<file path="src/rtl/line_sum_generator.sv">
// Per-line Σ I, Σ I² and Σ T_k·I generator for the template-matching front end.
// Two-stage pipeline: product registers, then line accumulators feeding the held output registers.
module line_sum_generator #(
  parameter  int unsigned PIXEL_SIZE    = 8,
  parameter  int unsigned LINE_SIZE     = 64,
  parameter  int unsigned NUM_OF_LINES  = 64,
  parameter  int unsigned NUM_TEMPLATES = 4,
  localparam int unsigned SW            = $clog2(LINE_SIZE) + 2*PIXEL_SIZE,
  localparam int unsigned PW            = 2*PIXEL_SIZE,
  localparam int unsigned CW            = $clog2(LINE_SIZE),
  localparam int unsigned LW            = $clog2(NUM_OF_LINES)
) (
  input  logic                  CLK,
  input  logic                  reset,
  input  logic                  pix_valid,
  input  logic                  sof,
  input  logic [PIXEL_SIZE-1:0] I_pixel,
  input  logic [PIXEL_SIZE-1:0] T_pixel [NUM_TEMPLATES],
  output logic [SW-1:0]         I_square_out_line_sum,
  output logic [SW-1:0]         I_out_line_sum,
  output logic [SW-1:0]         T_x_I_out_lines_sum [NUM_TEMPLATES],
  output logic                  line_sum_valid,
  output logic [LW-1:0]         line_index,
  output logic                  frame_done
);

  typedef enum logic {S_IDLE, S_RUN} state_t;

  state_t r_state, w_state_nxt;

  logic [CW-1:0] r_col;
  logic [LW-1:0] r_line;

  logic          w_accept;
  logic [CW-1:0] w_col_cur;
  logic [LW-1:0] w_line_cur;
  logic          w_col_last;
  logic          w_line_last;

  // sof restarts the frame from any state, so the current position is forced to (0,0) with it
  assign w_accept    = pix_valid & (sof | (r_state == S_RUN));
  assign w_col_cur   = sof ? '0 : r_col;
  assign w_line_cur  = sof ? '0 : r_line;
  assign w_col_last  = (w_col_cur == CW'(LINE_SIZE-1));
  assign w_line_last = (w_line_cur == LW'(NUM_OF_LINES-1));

  always_ff @(posedge CLK or negedge reset) begin
    if (!reset) r_state <= S_IDLE;
    else        r_state <= w_state_nxt;
  end

  always_comb begin
    w_state_nxt = r_state;
    if (w_accept) w_state_nxt = (w_col_last && w_line_last) ? S_IDLE : S_RUN;
  end

  always_ff @(posedge CLK or negedge reset) begin
    if (!reset) begin
      r_col  <= '0;
      r_line <= '0;
    end else if (w_accept) begin
      r_col  <= w_col_last ? '0 : w_col_cur + CW'(1);
      r_line <= w_col_last ? (w_line_last ? '0 : w_line_cur + LW'(1)) : w_line_cur;
    end
  end

  logic                  r_s1_valid;
  logic                  r_s1_first;
  logic                  r_s1_last;
  logic [LW-1:0]         r_s1_line;
  logic [PIXEL_SIZE-1:0] r_s1_i;
  logic [PW-1:0]         r_s1_isq;
  logic [PW-1:0]         r_s1_txi [NUM_TEMPLATES];

  // Stage 1: products plus position tags
  always_ff @(posedge CLK or negedge reset) begin
    if (!reset) begin
      r_s1_valid <= 1'b0;
      r_s1_first <= 1'b0;
      r_s1_last  <= 1'b0;
      r_s1_line  <= '0;
      r_s1_i     <= '0;
      r_s1_isq   <= '0;
      for (int k = 0; k < NUM_TEMPLATES; k++) r_s1_txi[k] <= '0;
    end else begin
      r_s1_valid <= w_accept;
      if (w_accept) begin
        r_s1_first <= (w_col_cur == '0);
        r_s1_last  <= w_col_last;
        r_s1_line  <= w_line_cur;
        r_s1_i     <= I_pixel;
        r_s1_isq   <= PW'(I_pixel) * PW'(I_pixel);
        for (int k = 0; k < NUM_TEMPLATES; k++)
          r_s1_txi[k] <= PW'(T_pixel[k]) * PW'(I_pixel);
      end
    end
  end

  logic [SW-1:0] r_acc_i;
  logic [SW-1:0] r_acc_isq;
  logic [SW-1:0] r_acc_txi [NUM_TEMPLATES];
  logic [SW-1:0] w_sum_i;
  logic [SW-1:0] w_sum_isq;
  logic [SW-1:0] w_sum_txi [NUM_TEMPLATES];

  // First pixel of a line seeds the sum from zero, which also discards any aborted partial line
  always_comb begin
    w_sum_i   = (r_s1_first ? '0 : r_acc_i) + SW'(r_s1_i);
    w_sum_isq = (r_s1_first ? '0 : r_acc_isq) + SW'(r_s1_isq);
    for (int k = 0; k < NUM_TEMPLATES; k++)
      w_sum_txi[k] = (r_s1_first ? '0 : r_acc_txi[k]) + SW'(r_s1_txi[k]);
  end

  // Stage 2: accumulate, and present the completed line
  always_ff @(posedge CLK or negedge reset) begin
    if (!reset) begin
      r_acc_i               <= '0;
      r_acc_isq             <= '0;
      I_out_line_sum        <= '0;
      I_square_out_line_sum <= '0;
      line_index            <= '0;
      line_sum_valid        <= 1'b0;
      frame_done            <= 1'b0;
      for (int k = 0; k < NUM_TEMPLATES; k++) begin
        r_acc_txi[k]           <= '0;
        T_x_I_out_lines_sum[k] <= '0;
      end
    end else begin
      line_sum_valid <= r_s1_valid & r_s1_last;
      frame_done     <= r_s1_valid & r_s1_last & (r_s1_line == LW'(NUM_OF_LINES-1));
      if (r_s1_valid) begin
        r_acc_i   <= w_sum_i;
        r_acc_isq <= w_sum_isq;
        for (int k = 0; k < NUM_TEMPLATES; k++) r_acc_txi[k] <= w_sum_txi[k];
        if (r_s1_last) begin
          I_out_line_sum        <= w_sum_i;
          I_square_out_line_sum <= w_sum_isq;
          line_index            <= r_s1_line;
          for (int k = 0; k < NUM_TEMPLATES; k++) T_x_I_out_lines_sum[k] <= w_sum_txi[k];
        end
      end
    end
  end

endmodule

</file>
<file path="config.mk">
export PLATFORM = sky130hd
export DESIGN_NAME = line_sum_generator
export DESIGN_NICKNAME = d
export VERILOG_FILES = /design/src/rtl/line_sum_generator.sv
export SDC_FILE = /design/constraint.sdc
export NUM_CORES = 1
export LEC_CHECK = 0
export CORE_MARGIN = 2
export CORE_UTILIZATION = 62
export DETAILED_ROUTE_END_ITERATION = 8
export GPL_TIMING_DRIVEN = 0
export PLACE_DENSITY_LB_ADDON = 0.2
export SLEW_MARGIN = 20
export SYNTH_ARGS = -nofsm -noshare
export SYNTH_HDL_FRONTEND = slang
export SYNTH_SLANG_ARGS = --single-unit
</file>
<file path="constraint.sdc">
create_clock -name CLK -period 4.2 [get_ports CLK]
set_input_delay 0.63 -clock CLK [delete_from_list [all_inputs] [get_ports CLK]]
set_output_delay 0.63 -clock CLK [all_outputs]
set_load 0.01 [all_outputs]
</file>
==> reports/qor.yml <==
status: "finished clean"
synth.area.top_cells: "dfrtp_1, fa_1, ha_1"
timing.max_cap.violations: 0
dpl-instance-area_um2: 33600
io_pins: 184
drt_wl_total_mm: 92.7
syn-num-nets: 3868
tritoncts: "yes"
cts-buffers-inserted: 40
path_class: "primary input to flop"
yosysWarnings: 0
clkPwrFrac_pct: 17.9
drc: 0
fin_area_um2: 35900
seq_area_frac_synth_pct: 31.3
setup_ws_ns: 0.0210
finalHoldViolCount: 0
p_leak_nw: 17.1
dieHeight_um: 225
num_vias: 25800
portBuffers: 182
cts_buffer_depth: 3
dr.first_iter.drc_count: 1915
crit_arrival_ns: 4.62
start_util_pct: 62.5
power_density_nw_per_um2: 586
syn_avg_cell_area_um2: 8.98
crit_required_ns: 4.64
post_drt_via_cell_ratio: 5.99
setup_violations: 0
fillers: 3586
area_growth_pct: 18.0
hold_class: "primary input to flop"
pwr-share-comb_pct: 57.1
ys.flop_type: "dfrtp_1"
die_area_um2: 50800
die_x_um: 225
rsz0062_at_grt: "true"
antenna_found_initial: 0
antennaDiodeCount: 0
final_nets: 4131
finalCritPeriodShare_pct: 99.5
layout_commonest_cell: "nand2_1"
post_drt_wl_per_cell_um: 21.6
relSlewSlack_pct: 25.8
layout_common_cells: "nand2_1, dfrtp_1, inv_1, ha_1, and2_1"
async_flop_share_pct: 100
firstDrtPassIters: 5
r2r_setup_slack_ns: 0.15
synth_edf_count: 0
power.internal_w: 0.0118
cp-start-kind: "primary input"
swShare_pct: 44.0
dp_hpwl_mm: 70.7
ys_ff_latch: 380
post-synth-top-area-cell: "dfrtp_1"
cp-end-kind: "flop"
layout-drive-gt1-share_pct: 11.0
cts_sinks: 380
max_stage_delay_ns: 0.52
overflow: 0
critPathSlowestCell: "fa_1"
fin_setup_tns_ns: 0
tightest_slew_ns: 1.11
path_clk_slew_ns: 0.06
grt_max_degree: 101
grt_first_pass_wirelength_mm: 142
path_max_fanout: 10
synth_top_area_share_pct: 31.3
crit_chain: "buf_4 -> buf_2 -> and2_1 -> fa_1 -> fa_1 -> fa_1 -> inv_1 -> fa_1 -> inv_2 -> ha_4 -> o21a_4 -> a21boi_4 -> o21ai_4 -> a31oi_1 -> xnor2_1 -> o21ai_1"
pre_cts_slack_ns: -1.84
finalPower_w: 0.0210
crit_top_cell: "fa_1"
placementRows: 81
root_buffer: "clkbuf_16"
clk_latency_ns: 0.58
syn_area_um2: 30400
gp_congestion: 0.939
grt_pass1_vias: 25600
finClkSkew_ns: 0.0263
min_period_ns: 4.18
finish.utilization_pct: 73.8
power.net_switching_w: 0.00926
coreArea_um2: 48600
report.final.slew_viol_count: 0
ir_worst_vdd_v: 0.000348
htreeDepth: 2
fmax_mhz: 239
track_usage_pct: 36.6
ys_types: 78
ant_nets: 0
sequentialPowerShare_pct: 25.0
syn_inst: 3386
==> synthesized netlist by cell type, drive strengths merged (15+ instances only) <==
master   instances
nor3            26
nand2b          51
o21ai          229
ha             266
inv            306
clkbuf         122
o211ai          16
a211oi          24
nand4           15
mux2            88
dfrtp          380
a21o            46
mux2i           24
nand2          548
nor2           137
and2           211
fa             172
buf             21
xor2            68
nor2b          127
a21oi          141
o2bb2ai         18
o31ai           26
or3             15
a31oi           24
nand3           35
o21a            25
xnor2           95
==> layer usage <==
layer | global-route usage (%) | share of wire [%] | vias up
met2 | 57.8 | 45 | 1013
met1 | 49.0 | 42 | 12700
met4 | 17.7 | 5.2 | 0
met5 | 0 | 0 | -
met3 | 6.70 | 7.6 | 248
li1 | - | - | 11800
==> cell families (layout without fill, tap and decap cells) <==
kind of cell / after synthesis / count (layout) / share of synthesized area [%]
simple gates: 1209 / 1209 / 19.1
compound gates: 634 / 634 / 13.0
buf+inv: 450 / 741 / 5.57
fa+ha+maj: 438 / 438 / 22.3
flops: 380 / 380 / 31.3
xor+xnor: 163 / 163 / 4.70
mux: 112 / 112 / 4.05
==> flip-flops by register name, summed over array words and instances, names as in the netlist, 6 cells and up <==
signal	cells
line_index	6
r_s1_txi	64
r_acc_isq	22
I_square_out_line_sum	22
r_line	6
r_s1_line	6
r_acc_txi	88
r_acc_i	22
r_s1_isq	14
T_x_I_out_lines_sum	88
r_s1_i	8
r_col	6
I_out_line_sum	22
==> critical path, delay by kind of cell <==
| kind | cells | cell delay, ns |
|---|---|---|
| buf+inv | 4 | 0.57 |
| fa+ha+maj | 5 | 2.19 |
| xor+xnor | 1 | 0.31 |
| simple gates | 1 | 0.22 |
| compound gates | 5 | 0.69 |
==> repair_timing <==
item,CTS,global route
gates resized for setup,178,137
endpoints found under the hold margin,42,0
buffers inserted,26,10
gates cloned,2,0
setup endpoints to repair,252,93
pin swaps,43,61
hold buffers,1,0
==> stage by stage <==
step | std cells | hold slack (ns)
4_1_cts | 4290 | 0.431
5_1_grt | 4299 | 0.469
3_3_place_gp | 4190 | 0.452
6_report | 4299 | 0.451
3_5_place_dp | 4194 | 0.462
2_1_floorplan | 3386 | 0.334
==> power groups by stage <==
stage / Sequential, W / Clock [W] / Combinational, W
6_report: 0.00526 / 0.00377 / 0.0120
5_1_grt: 0.00532 / 0.00393 / 0.0131
4_1_cts: 0.00521 / 0.00379 / 0.0113
3_5_place_dp: 0.00525 / 0 / 0.0109
3_3_place_gp: 0.00523 / 0 / 0.0106
2_1_floorplan: 0.00493 / 0 / 0.00829
==> cell type report <==
| class | instances | area [um^2] | area share, % |
|---|---|---|---|
| Buffer | 140 | 940 | 2.62 |
| Clock buffer | 51 | 1100 | 3.08 |
| Clock inverter | 19 | 258 | 0.718 |
| Inverter | 307 | 1160 | 3.22 |
| Multi-Input combinational cell | 2556 | 19900 | 55.6 |
| Sequential cell | 380 | 9510 | 26.5 |
| Tap cell | 622 | 778 | 2.17 |
| Timing Repair Buffer | 224 | 2190 | 6.11 |
==> worst paths after layout <==
kind / start / end / cells past startpoint
min reg2reg: T_x_I_out_lines_sum[22]$_DFFE_PN0P_ / T_x_I_out_lines_sum[22]$_DFFE_PN0P_ / 2
max in group asynchronous: reset / r_s1_txi[27]$_DFFE_PN0P_ / 4
max reg2reg: r_s1_first$_DFFE_PN0P_ / T_x_I_out_lines_sum[86]$_DFFE_PN0P_ / 15
min in group asynchronous: reset / I_out_line_sum[19]$_DFFE_PN0P_ / 2
max: I_pixel[6] / r_s1_txi[63]$_DFFE_PN0P_ / 16
min: I_pixel[7] / r_s1_isq[15]$_DFFE_PN0P_ / 3
No activity file was read; power rests on OpenSTA's default activity.
